### config.mk
export PLATFORM = sky130hd
export DESIGN_NAME = mx_e5m2_quantizer
export DESIGN_NICKNAME = d
export VERILOG_FILES = /design/src/rtl/mx_e5m2_quantizer.sv
export SDC_FILE = /design/constraint.sdc
export NUM_CORES = 1
export LEC_CHECK = 0
export CAP_MARGIN = 25
export CORE_UTILIZATION = 30
export DETAILED_ROUTE_END_ITERATION = 10
export PLACE_DENSITY = 0.53
export SYNTH_ARGS = -nofsm -noshare
export SYNTH_HDL_FRONTEND = slang
export SYNTH_SLANG_ARGS = --single-unit
### constraint.sdc
create_clock -name clk_i -period 7.6 [get_ports clk_i]
set_input_delay 1.52 -clock clk_i [delete_from_list [all_inputs] [get_ports clk_i]]
set_output_delay 1.52 -clock clk_i [all_outputs]
set_load 0.05 [all_outputs]
### src/rtl/mx_e5m2_quantizer.sv
// MX block quantizer: collects BLOCK_SIZE FP16 elements, derives a shared
// E8M0 scale from the largest finite exponent, then streams the block back
// out as E5M2 elements (round-to-nearest-even, saturating) with that scale.
module mx_e5m2_quantizer #(
  parameter int BLOCK_SIZE = 32
) (
  input  logic        clk_i,
  input  logic        rst_i,
  input  logic        in_valid_i,
  output logic        in_ready_o,
  input  logic [15:0] in_data_i,
  output logic        out_valid_o,
  input  logic        out_ready_i,
  output logic [7:0]  out_scale_o,
  output logic [7:0]  out_elem_o,
  output logic        out_last_o
);

  localparam int CW = $clog2(BLOCK_SIZE);
  localparam logic [CW-1:0] LAST_IDX = CW'(BLOCK_SIZE - 1);

  typedef enum logic [1:0] {
    COLLECT = 2'd0,
    SCALE   = 2'd1,
    EMIT    = 2'd2
  } state_t;

  state_t          state_r;
  state_t          state_nxt;
  logic [CW-1:0]   cnt_r;
  logic [CW-1:0]   idx_r;
  logic [CW-1:0]   next_idx;
  logic [4:0]      emax_r;
  logic            nan_r;
  logic [7:0]      scale_r;
  logic [7:0]      elem_r;
  logic [15:0]     buffer [BLOCK_SIZE];
  logic [15:0]     elem_src;
  logic [7:0]      elem_conv;
  logic            in_hs;
  logic            out_hs;
  logic            is_last;

  // FP16 -> E5M2 relative to the shared exponent. Exponent arithmetic is
  // modulo 32: the true result always lies in 1..30 because e_in <= emax.
  function automatic logic [7:0] f_convert(input logic [15:0] x,
                                           input logic [4:0]  emax,
                                           input logic        nan);
    logic [4:0] e_out;
    logic       up;
    logic [6:0] rnd;
    logic [7:0] res;
    e_out = x[14:10] + 5'd30 - emax;
    up    = x[7] & ((|x[6:0]) | x[8]);
    rnd   = {e_out, x[9:8]} + {6'd0, up};
    if (nan) begin
      res = 8'h7F;
    end else if (x[14:10] == 5'd0) begin
      res = {x[15], 7'd0};
    end else if (rnd[6:2] == 5'd31) begin
      res = {x[15], 7'h7B};
    end else begin
      res = {x[15], rnd};
    end
    return res;
  endfunction

  // Shared E8M0 scale: NaN/Inf marker, all-zero marker, or E_max + 97.
  function automatic logic [7:0] f_scale(input logic [4:0] emax, input logic nan);
    logic [7:0] res;
    if (nan) begin
      res = 8'hFF;
    end else if (emax == 5'd0) begin
      res = 8'h7F;
    end else begin
      res = {3'd0, emax} + 8'd97;
    end
    return res;
  endfunction

  assign in_ready_o  = (state_r == COLLECT);
  assign out_valid_o = (state_r == EMIT);
  assign is_last     = (idx_r == LAST_IDX);
  assign out_last_o  = out_valid_o && is_last;
  assign out_scale_o = scale_r;
  assign out_elem_o  = elem_r;
  assign in_hs       = in_valid_i && in_ready_o;
  assign out_hs      = out_valid_o && out_ready_i;
  assign next_idx    = is_last ? CW'(0) : idx_r + CW'(1);

  // Select the element to be converted next: element 0 while scaling, else the one after idx.
  always_comb begin
    elem_src = buffer[next_idx];
    if (state_r == SCALE) begin
      elem_src = buffer[0];
    end else begin
      elem_src = buffer[next_idx];
    end
    elem_conv = f_convert(elem_src, emax_r, nan_r);
  end

  // FSM state register.
  always_ff @(posedge clk_i) begin
    if (rst_i) begin
      state_r <= COLLECT;
    end else begin
      state_r <= state_nxt;
    end
  end

  // FSM next-state logic.
  always_comb begin
    state_nxt = state_r;
    case (state_r)
      COLLECT: begin
        if (in_hs && (cnt_r == LAST_IDX)) begin
          state_nxt = SCALE;
        end else begin
          state_nxt = COLLECT;
        end
      end
      SCALE: state_nxt = EMIT;
      EMIT: begin
        if (out_hs && is_last) begin
          state_nxt = COLLECT;
        end else begin
          state_nxt = EMIT;
        end
      end
      default: state_nxt = COLLECT;
    endcase
  end

  // Element buffer write; contents survive reset since a new block overwrites them.
  always_ff @(posedge clk_i) begin
    if (in_hs) begin
      buffer[cnt_r] <= in_data_i;
    end
  end

  // Counters, block statistics and registered outputs.
  always_ff @(posedge clk_i) begin
    if (rst_i) begin
      cnt_r   <= '0;
      idx_r   <= '0;
      emax_r  <= 5'd0;
      nan_r   <= 1'b0;
      scale_r <= 8'h00;
      elem_r  <= 8'h00;
    end else begin
      case (state_r)
        COLLECT: begin
          if (in_hs) begin
            cnt_r <= (cnt_r == LAST_IDX) ? CW'(0) : cnt_r + CW'(1);
            if (in_data_i[14:10] == 5'd31) begin
              nan_r <= 1'b1;
            end else if ((in_data_i[14:10] != 5'd0) && (in_data_i[14:10] > emax_r)) begin
              emax_r <= in_data_i[14:10];
            end
          end
        end
        SCALE: begin
          scale_r <= f_scale(emax_r, nan_r);
          elem_r  <= elem_conv;
          idx_r   <= '0;
        end
        EMIT: begin
          if (out_hs) begin
            if (is_last) begin
              idx_r  <= '0;
              emax_r <= 5'd0;
              nan_r  <= 1'b0;
            end else begin
              idx_r  <= next_idx;
              elem_r <= elem_conv;
            end
          end
        end
        default: begin
          cnt_r <= '0;
          idx_r <= '0;
        end
      endcase
    end
  end

endmodule

# [Yosys cells after proc, flatten, opt, wreduce, memory -nomap -nowiden]
# Memories as Yosys holds them, arrays and structs flattened.
# Cells that the tools add are included.
[totals] ramBits=512 inputBits=20 latchBits=0 n_memories=1 rom_bits=0 output_inout_bits=19 register_bits=34
[classes] eq_ne=13 shifts=0 addsub=6 mux=32 div=0 bitwise=4 magnitude_cmp=1 multipliers=0 n_reduce_logical=19
[memory_table] memory="buffer" depth=32 width=16 read_ports=2 rd_clocked_by_memory_dff=0 write_ports=1 line="37" source="logic [15:0] buffer [BLOCK_SIZE];"
[op_table] cell="$mux W5" count=10
[op_table] cell="$mux W8" count=5
[op_table] cell="$pmux W5 S2" count=3
[op_table] cell="$eq A5 B5 Y1 const B" count=4
[op_table] cell="$mux W16" count=1
[op_table] cell="$pmux W8 S2" count=1
[op_table] cell="$mux W7" count=2
[op_table] cell="$add A5 B1 Y5 const B" count=2
[op_table] cell="$logic_not A5 Y1" count=2
[op_table] cell="$ne A2 B1 Y1 const B" count=5
[op_table] cell="$add A5 B7 Y8 const B" count=1
[op_table] cell="$add A7 B1 Y7" count=1
[op_table] cell="$mux W1" count=7
[op_table] cell="$reduce_or A7 Y1" count=1
[op_table] cell="$logic_and A1 B1 Y1" count=6
[op_table] cell="$pmux W2 S3" count=1
[op_table] cell="$reduce_and A6 Y1" count=1
[op_table] cell="$add A5 B5 Y5 const B" count=1
[op_table] cell="$gt A5 B5 Y1" count=1
[op_table] cell="$reduce_and A5 Y1" count=1
[op_table] cell="$reduce_bool A5 Y1" count=1
[op_table] cell="$sub A5 B5 Y5" count=1
[op_table] cell="$ne A2 B2 Y1 const B" count=2
[op_table] cell="$reduce_and A2 Y1" count=2
[op_table] cell="11 further kinds" count=13

# [Longest topological paths before layout]
# Gate-level depths: netlist of run 1.
# An unclocked memory read counts as a cell.
[logic_depth] depth_word=15 ltp_mapped=28 depth_no_buf=22

# [Worst setup path before layout of run 1]
# Ideal clock, no wire load.
[synth_timing] path_kind="reg-to-reg" startpoint="register idx_r[3]" endpoint="register elem_r[1], in the netlist out_elem_o[1]" setup_ns=0.088 stages_incl_launch_ff=29 n_path_buf=7 arrival_ns=5.378 slack_ns=2.134 period_less_slack_ns=5.466 path_cell_list="dfxtp_1 buf_2 buf_2 and3_1 ha_1 buf_2 nor2_1 mux2_4 buf_6 buf_8 buf_4 buf_2 nand2_1 nand3_1 a311oi_1 nor4_1 a221oi_1 ha_1 inv_1 ha_1 fa_1 xor2_1 nand2_1 nor2_1 xnor2_1 xnor2_1 xor2_1 a311o_1 a311oi_2"
[synth_between] elab_chain_cells=15 word_cells_on_any_way=21 classes_between="add/sub (4); eq/ne (3); mux (8); bitwise (2); reduce/logical (3); memory (1)"
[synth_lines] item="from (decl)" line="31" source="logic [CW-1:0] idx_r;"
[synth_lines] item="from (signal assigned)" line="174" source="idx_r <= next_idx;"
[synth_lines] item="branches (longest 15 deep; another with $mem_v2 Z32 W16)"
[synth_lines] item="to (signal assigned)" line="164" source="elem_r <= elem_conv;"
[synth_lines] item="to (signal assigned)" line="175" source="elem_r <= elem_conv;"
[synth_lines] item="to (decl)" line="36" source="logic [7:0] elem_r;"
# Several ways; the timed one is not identified. The select of a mux whose other input is x is not followed.
# A chain may end at the register's enable or synchronous reset.

# [Final worst setup path of run 1]
[layout_timing] startpoint="register idx_r[0]" endpoint="register elem_r[1], in the netlist out_elem_o[1]"
# The elaborated chain is that of the path after synthesis.

==> flow_metrics.tcl, run 1 <==
set metrics [dict create \
    drive_above_1_share_pct 13.77 \
    num_io_pins 39 \
    die-area_mm2 0.07221 \
    required_ns 8.13 \
    die_w_um 268.7 \
    firstDrtPassIters 5 \
    avgSynthCellArea_um2 16.33 \
    finalMaxSlewViolations 0 \
    p_int_mw 4.877 \
    io_buffers 38 \
    initial_core_util_pct 30.37 \
    rows 97 \
    post_cts_buffers 0 \
    antenna-diode-count 0 \
    cts_max_path_buffers 3 \
    finalInstanceArea_mm2 0.02491 \
    hold_path.class "reg2reg" \
    n_fill_cell 6589 \
    synth_edf_count 512 \
    cts.sinks 546 \
    clock-root-buffer "clkbuf_16" \
    tns_ns 0 \
    seqPwrFrac_pct 54.0 \
    yosysWarnings 0 \
    placed_cell_area_mm2 0.02311 \
    skew_ns 0.03384 \
    synth_nets 1354 \
    insertion_delay_ns 0.63 \
    grt_start_max_net_pins 65 \
    grt_pass1_wl_um 80790 \
    comb_power_share_pct 2.5 \
    routed_wirelength_um 54990 \
    fin_crit_sh_pct 81.65 \
    worst_setup_path_end_kind "flop" \
    grt_pass1_vias 11780 \
    drt_iter0_markers 1208 \
    p_switching_mw 1.258 \
    antenna_left 0 \
    yosysSeqAreaShare_pct 75.23 \
    period_needed_ns 6.205 \
    numCtsBuffers 57 \
    core_mm2 0.07027 \
    tightest_slew_ns 1.029 \
    ys_types 70 \
    r2r_slack_ns 1.39 \
    power.density_mw_per_mm2 246.3 \
    overflow 0 \
    crit_path_max_fanout 30 \
    power_frac_clock_pct 43.5 \
    synth_ff_type "edfxtp_1" \
    vias 12050 \
    grt_util_all_layers_pct 15.46 \
    place_congestion 0.8559 \
    crit_arrival_ns 6.74 \
    min_from "out_scale_o[4]" \
    ys_seq_elements 546 \
    cts_resized 0 \
    hold_buffers 0 \
    setup_viol 0 \
    htreeDepth 2 \
    critPathKind "reg2reg" \
    final_cells 2385 \
    hold_slack_ns 0.4818 \
    post-route-drc-count 0 \
    dp_cells 2285 \
    start_kind "flop" \
    vias_per_cell 5.052 \
    finalPower_mw 6.135 \
    wl_per_cell_um 23.06 \
    synth_area_mm2 0.02134 \
    relSlewSlack_pct 31.20 \
    hpwl_um 33330 \
    nNetsFinal 1452 \
    critPathLaunch "idx_r[0]" \
    rsz0062_at_grt "no" \
    async_reset_ff_share_pct 0 \
    worstReg2RegStart "idx_r[0]" \
    synth_cells 1307 \
    area_growth_pct 16.71 \
    die_h_um 268.7 \
    rr_worst_depth 23 \
    min_path_cells 2 \
    cts_tree "done" \
    cellLeakagePower_nw 7.788 \
    fmax_ghz 0.1612 \
    status "completed" \
    hold_viol 0 \
    clk_pin_slew_ns 0.06 \
    switching_share_pct 20.51 \
    max-cap-violations 0 \
    antenna_found_initial 1 \
    ir_drop_mv 0.1756 \
]
## synthesized netlist by cell type, types with 3 or more instances
library cell,count,area share [%]
a211oi_1,16,0.56
a21o_1,4,0.14
a21oi_1,47,1.1
a221o_1,4,0.19
a221oi_1,11,0.45
a22oi_1,16,0.56
a311o_1,5,0.23
a311oi_1,12,0.49
a31oi_1,4,0.12
and2_1,4,0.12
and3_1,8,0.23
buf_1,8,0.14
buf_2,22,0.52
buf_4,4,0.14
clkbuf_1,23,0.40
clkinv_1,3,0.053
dfxtp_1,34,3.2
edfxtp_1,512,72
ha_1,26,1.5
inv_1,26,0.46
mux2_2,5,0.26
mux2i_1,32,1.5
mux4_2,41,4.3
nand2_1,106,1.9
nand2b_1,6,0.18
nand3_1,51,1.2
nand3b_1,11,0.39
nand4_1,5,0.15
nor2_1,83,1.5
nor2b_1,4,0.12
nor3_1,38,0.89
nor4_1,33,0.97
o211ai_1,3,0.11
o21a_1,3,0.11
o21ai_0,20,0.47
o22ai_1,3,0.088
o311ai_0,5,0.21
o32ai_1,4,0.16
o41ai_1,7,0.29
or3_1,4,0.12
or4_1,7,0.25
xnor2_1,8,0.33
xor2_1,6,0.25
## path summary, 6_finish.rpt
path / to
max: out_elem_o[1]
min reg2reg: out_scale_o[4]
min: out_scale_o[4]
max reg2reg: out_elem_o[1]
## worst max-delay path, stage by stage, from the launching register on
cell      delay (ns)
dfxtp_1         0.65
ha_4            0.21
and3_1          0.15
ha_1            0.46
nor2_1          0.16
mux2i_4         0.50
buf_4           0.47
nand2_1         0.10
a221oi_1        0.25
a311oi_1        0.08
nor4_1          0.68
a221oi_1        0.18
ha_1            0.24
inv_1           0.05
ha_1            0.19
fa_1            0.20
xor2_1          0.22
nand2_1         0.10
nor2_1          0.13
xnor2_1         0.15
xnor2_1         0.15
xor2_1          0.12
a311o_1         0.39
a311oi_2        0.26
## metrics by stage
stage | util (%) | setup slack, ns
2_1_floorplan | - | 2.134
3_3_place_gp | 32.86 | 1.573
3_5_place_dp | 32.88 | 1.495
6_report | 35.45 | 1.395
5_1_grt | 35.45 | 1.093
4_1_cts | 35.42 | 1.477
## state kept, by name (all words and copies together), names as in the netlist
register     count
buffer         512
out_elem_o       8
out_scale_o      8
cnt_r            5
emax_r           5
idx_r            5
state_r          2
nan_r            1
## power groups by stage
stage / registers (mW) / clock network [mW] / logic (mW)
2_1_floorplan: 3.37 / 0 / 0.0596
3_3_place_gp: 3.38 / 0 / 0.149
3_5_place_dp: 3.38 / 0 / 0.152
4_1_cts: 3.31 / 2.72 / 0.153
5_1_grt: 3.31 / 2.83 / 0.166
6_report: 3.31 / 2.67 / 0.152
## placed cells by master, fill, tap and decap left out, drive strengths merged, types with 33 or more instances in the layout
cell | synthesis | final
a21oi | 47 | 47
buf | 37 | 61
clkbuf | 23 | 69
clkdlybuf4s50 | 0 | 38
dfxtp | 34 | 34
edfxtp | 512 | 512
mux2i | 33 | 33
mux4 | 41 | 41
nand2 | 106 | 106
nand3 | 51 | 51
nor2 | 85 | 85
nor3 | 38 | 38
nor4 | 33 | 33
## layer usage
layer | part of all wire (%) | up-vias | GRT usage (%)
met5 | 0.016 | - | 0
met1 | 44 | 6207 | 21.56
met3 | 6.5 | 85 | 2.475
li1 | - | 5352 | -
met2 | 47 | 402 | 24.55
met4 | 2.6 | 2 | 5.160
## cells by family (layout without fill, tap and decap cells)
logic type	count (synthesis)	in the layout	share of synthesized area [%]
buf+inv	89	227	1.905
fa+ha+maj	27	27	1.618
flops	546	546	75.23
xor+xnor	15	15	0.7036
simple gates	369	369	8.278
mux	82	82	6.373
compound gates	179	179	5.892
## area by class of cell
cell class,instances,area (um^2),share of cell area [%]
clock buffer,69,1493,5.993
timing repair buffer,99,865.8,3.476
clock inverter,30,291.5,1.170
sequential,546,16060,64.46
tap,940,1176,4.722
multi-input combinational,672,4917,19.74
inverter,29,108.9,0.4370
Power figures use the tool's default switching activity.
==> run 2, diff against run 1 <==
==> constraint.sdc (replaced) <==
create_clock -name clk_i -period 6.33 [get_ports clk_i]
set_input_delay 1.266 -clock clk_i [delete_from_list [all_inputs] [get_ports clk_i]]
set_output_delay 1.266 -clock clk_i [all_outputs]
set_load 0.05 [all_outputs]
==> flow_metrics.tcl, run 2 (synthesis results as in run 1) <==
set metrics [dict create \
    num_io_pins 39 \
    crit_path_max_fanout 34 \
    regMostFlops "buffer" \
    start_kind "flop" \
    final_common_cell "edfxtp_1" \
    clk_pin_slew_ns 0.06 \
    power_frac_clock_pct 42.8 \
    cts_resized 0 \
    final_cell_mix "edfxtp_1 (512), nand2_1 (106), nor2_1 (75), buf_4 (62), clkbuf_16 (58)" \
    grt_pass1_vias 11850 \
    skew_ns 0.01833 \
    worst_setup_path_end_kind "flop" \
    crit_arrival_ns 6.23 \
    cts.sinks 546 \
    core_mm2 0.07027 \
    area_growth_pct 17.24 \
    nNetsFinal 1461 \
    rows 97 \
    place_ws_ns 0.7292 \
    hold_buffers 0 \
    post_cts_buffers 0 \
    switching_share_pct 20.75 \
    numCtsBuffers 57 \
    io_buffers 38 \
    comb_power_share_pct 2.5 \
    drive_above_1_share_pct 14.53 \
    place_congestion 0.8568 \
    post-route-drc-count 0 \
    period_needed_ns 5.696 \
    grt_start_max_net_pins 53 \
    finalWorstSetupSlack_ns 0.6344 \
    insertion_delay_ns 0.62 \
    clock-root-buffer "clkbuf_16" \
    antenna-diode-count 0 \
    vias 11960 \
    initial_core_util_pct 30.37 \
    required_ns 6.86 \
    rsz0062_at_grt "no" \
    critPathKind "reg2reg" \
    hold_viol 0 \
    setup_viol 0 \
    p_int_mw 5.762 \
    grt_util_all_layers_pct 15.28 \
    antenna_found_initial 0 \
    seqPwrFrac_pct 54.7 \
    finalMaxSlewViolations 0 \
    status "completed" \
    overflow 0 \
    hold_path.class "reg2reg" \
    wl_per_cell_um 22.83 \
    cts_max_path_buffers 3 \
    final_util_pct 35.61 \
    fmax_ghz 0.1756 \
    hold_slack_ns 0.4821 \
    relSlewSlack_pct 43.16 \
    power.density_mw_per_mm2 290.6 \
    fin_crit_sh_pct 89.98 \
    antenna_left 0 \
    cellLeakagePower_nw 7.842 \
    cts_tree "done" \
    routed_wirelength_um 54760 \
    vias_per_cell 4.986 \
    ir_drop_mv 0.1928 \
    firstDrtPassIters 5 \
    die-area_mm2 0.07221 \
    hpwl_um 33330 \
    die_h_um 268.7 \
    tns_ns 0 \
    max-cap-violations 0 \
    grt_pass1_wl_um 80450 \
    n_fill_cell 6599 \
    tightest_slew_ns 0.8499 \
    htreeDepth 2 \
    drt_iter0_markers 1060 \
    die_w_um 268.7 \
    p_switching_mw 1.509 \
    largest_reg_flops 512 \
]
-- run 2: cell types whose count changed in the layout (fill, tap and decap cells not counted), sizes merged --
cell      previous run  this run
clkinv              28        30
bufinv               4         1
buf                 61        70
clkinvlp             0         1
clkbuf              69        74
-- run 2: area by class of cell --
cell class                      instances  area [um^2]  share of cell area [%]
Clock buffer                           74         1521                   6.081
Inverter                               29        108.9                  0.4351
Tap cell                              940         1176                   4.701
Timing Repair Buffer                  108         1018                   4.071
Multi-Input combinational cell        672         4917                   19.65
Clock inverter                         30        222.7                  0.8901
Sequential cell                       546        16060                   64.17
-- run 2: power groups by stage --
stage               sequential (mW)  clock, mW  combinational [mW]
floorplan                      4.05          0              0.0715
global placement               4.06          0               0.177
detailed placement             4.06          0               0.182
CTS                            3.98       3.18               0.183
global route                   3.98       3.31               0.199
finish                         3.98       3.11               0.182
-- run 2: final timing paths --
check                        end  cells past startpoint  slack (ns)            from
setup / recovery   out_elem_o[1]                     23        0.63        idx_r[1]
hold / removal    out_scale_o[4]                      2        0.48  out_scale_o[4]
setup reg to reg   out_elem_o[1]                     23        0.63        idx_r[1]
hold reg to reg   out_scale_o[4]                      2        0.48  out_scale_o[4]
-- run 2: layer usage --
| layer | track usage (%) | up-vias | part of all wire [%] |
|---|---|---|---|
| met5 | 0 | - | 0 |
| met4 | 5.451 | 0 | 2.8 |
| met3 | 2.292 | 84 | 5.5 |
| met2 | 24.32 | 374 | 47 |
| met1 | 21.22 | 6140 | 45 |
| li1 | - | 5364 | - |
-- run 2: worst max-delay path: stages (launching register included) --
cell	delay, ns
dfxtp_1	0.44
ha_4	0.17
and3_1	0.16
ha_1	0.27
buf_4	0.21
nor2b_2	0.07
mux2_4	0.46
buf_4	0.29
a21oi_1	0.17
a221o_1	0.15
a31oi_1	0.13
a221oi_1	0.57
ha_1	0.25
inv_1	0.05
ha_1	0.22
fa_1	0.44
xor2_1	0.23
nand2_1	0.10
nor2_1	0.12
xnor2_1	0.16
xnor2_1	0.16
xor2_1	0.11
a311o_1	0.39
a311oi_2	0.27
-- run 2: metrics by stage --
stage	total power [mW]	std cells	instance area, um^2
after floorplan	4.122	1307	21340
after global placement	4.234	2290	23160
after detailed placement	4.239	2293	23230
after CTS	7.346	2397	24980
after global routing	7.488	2399	25020
final	7.271	2399	25020
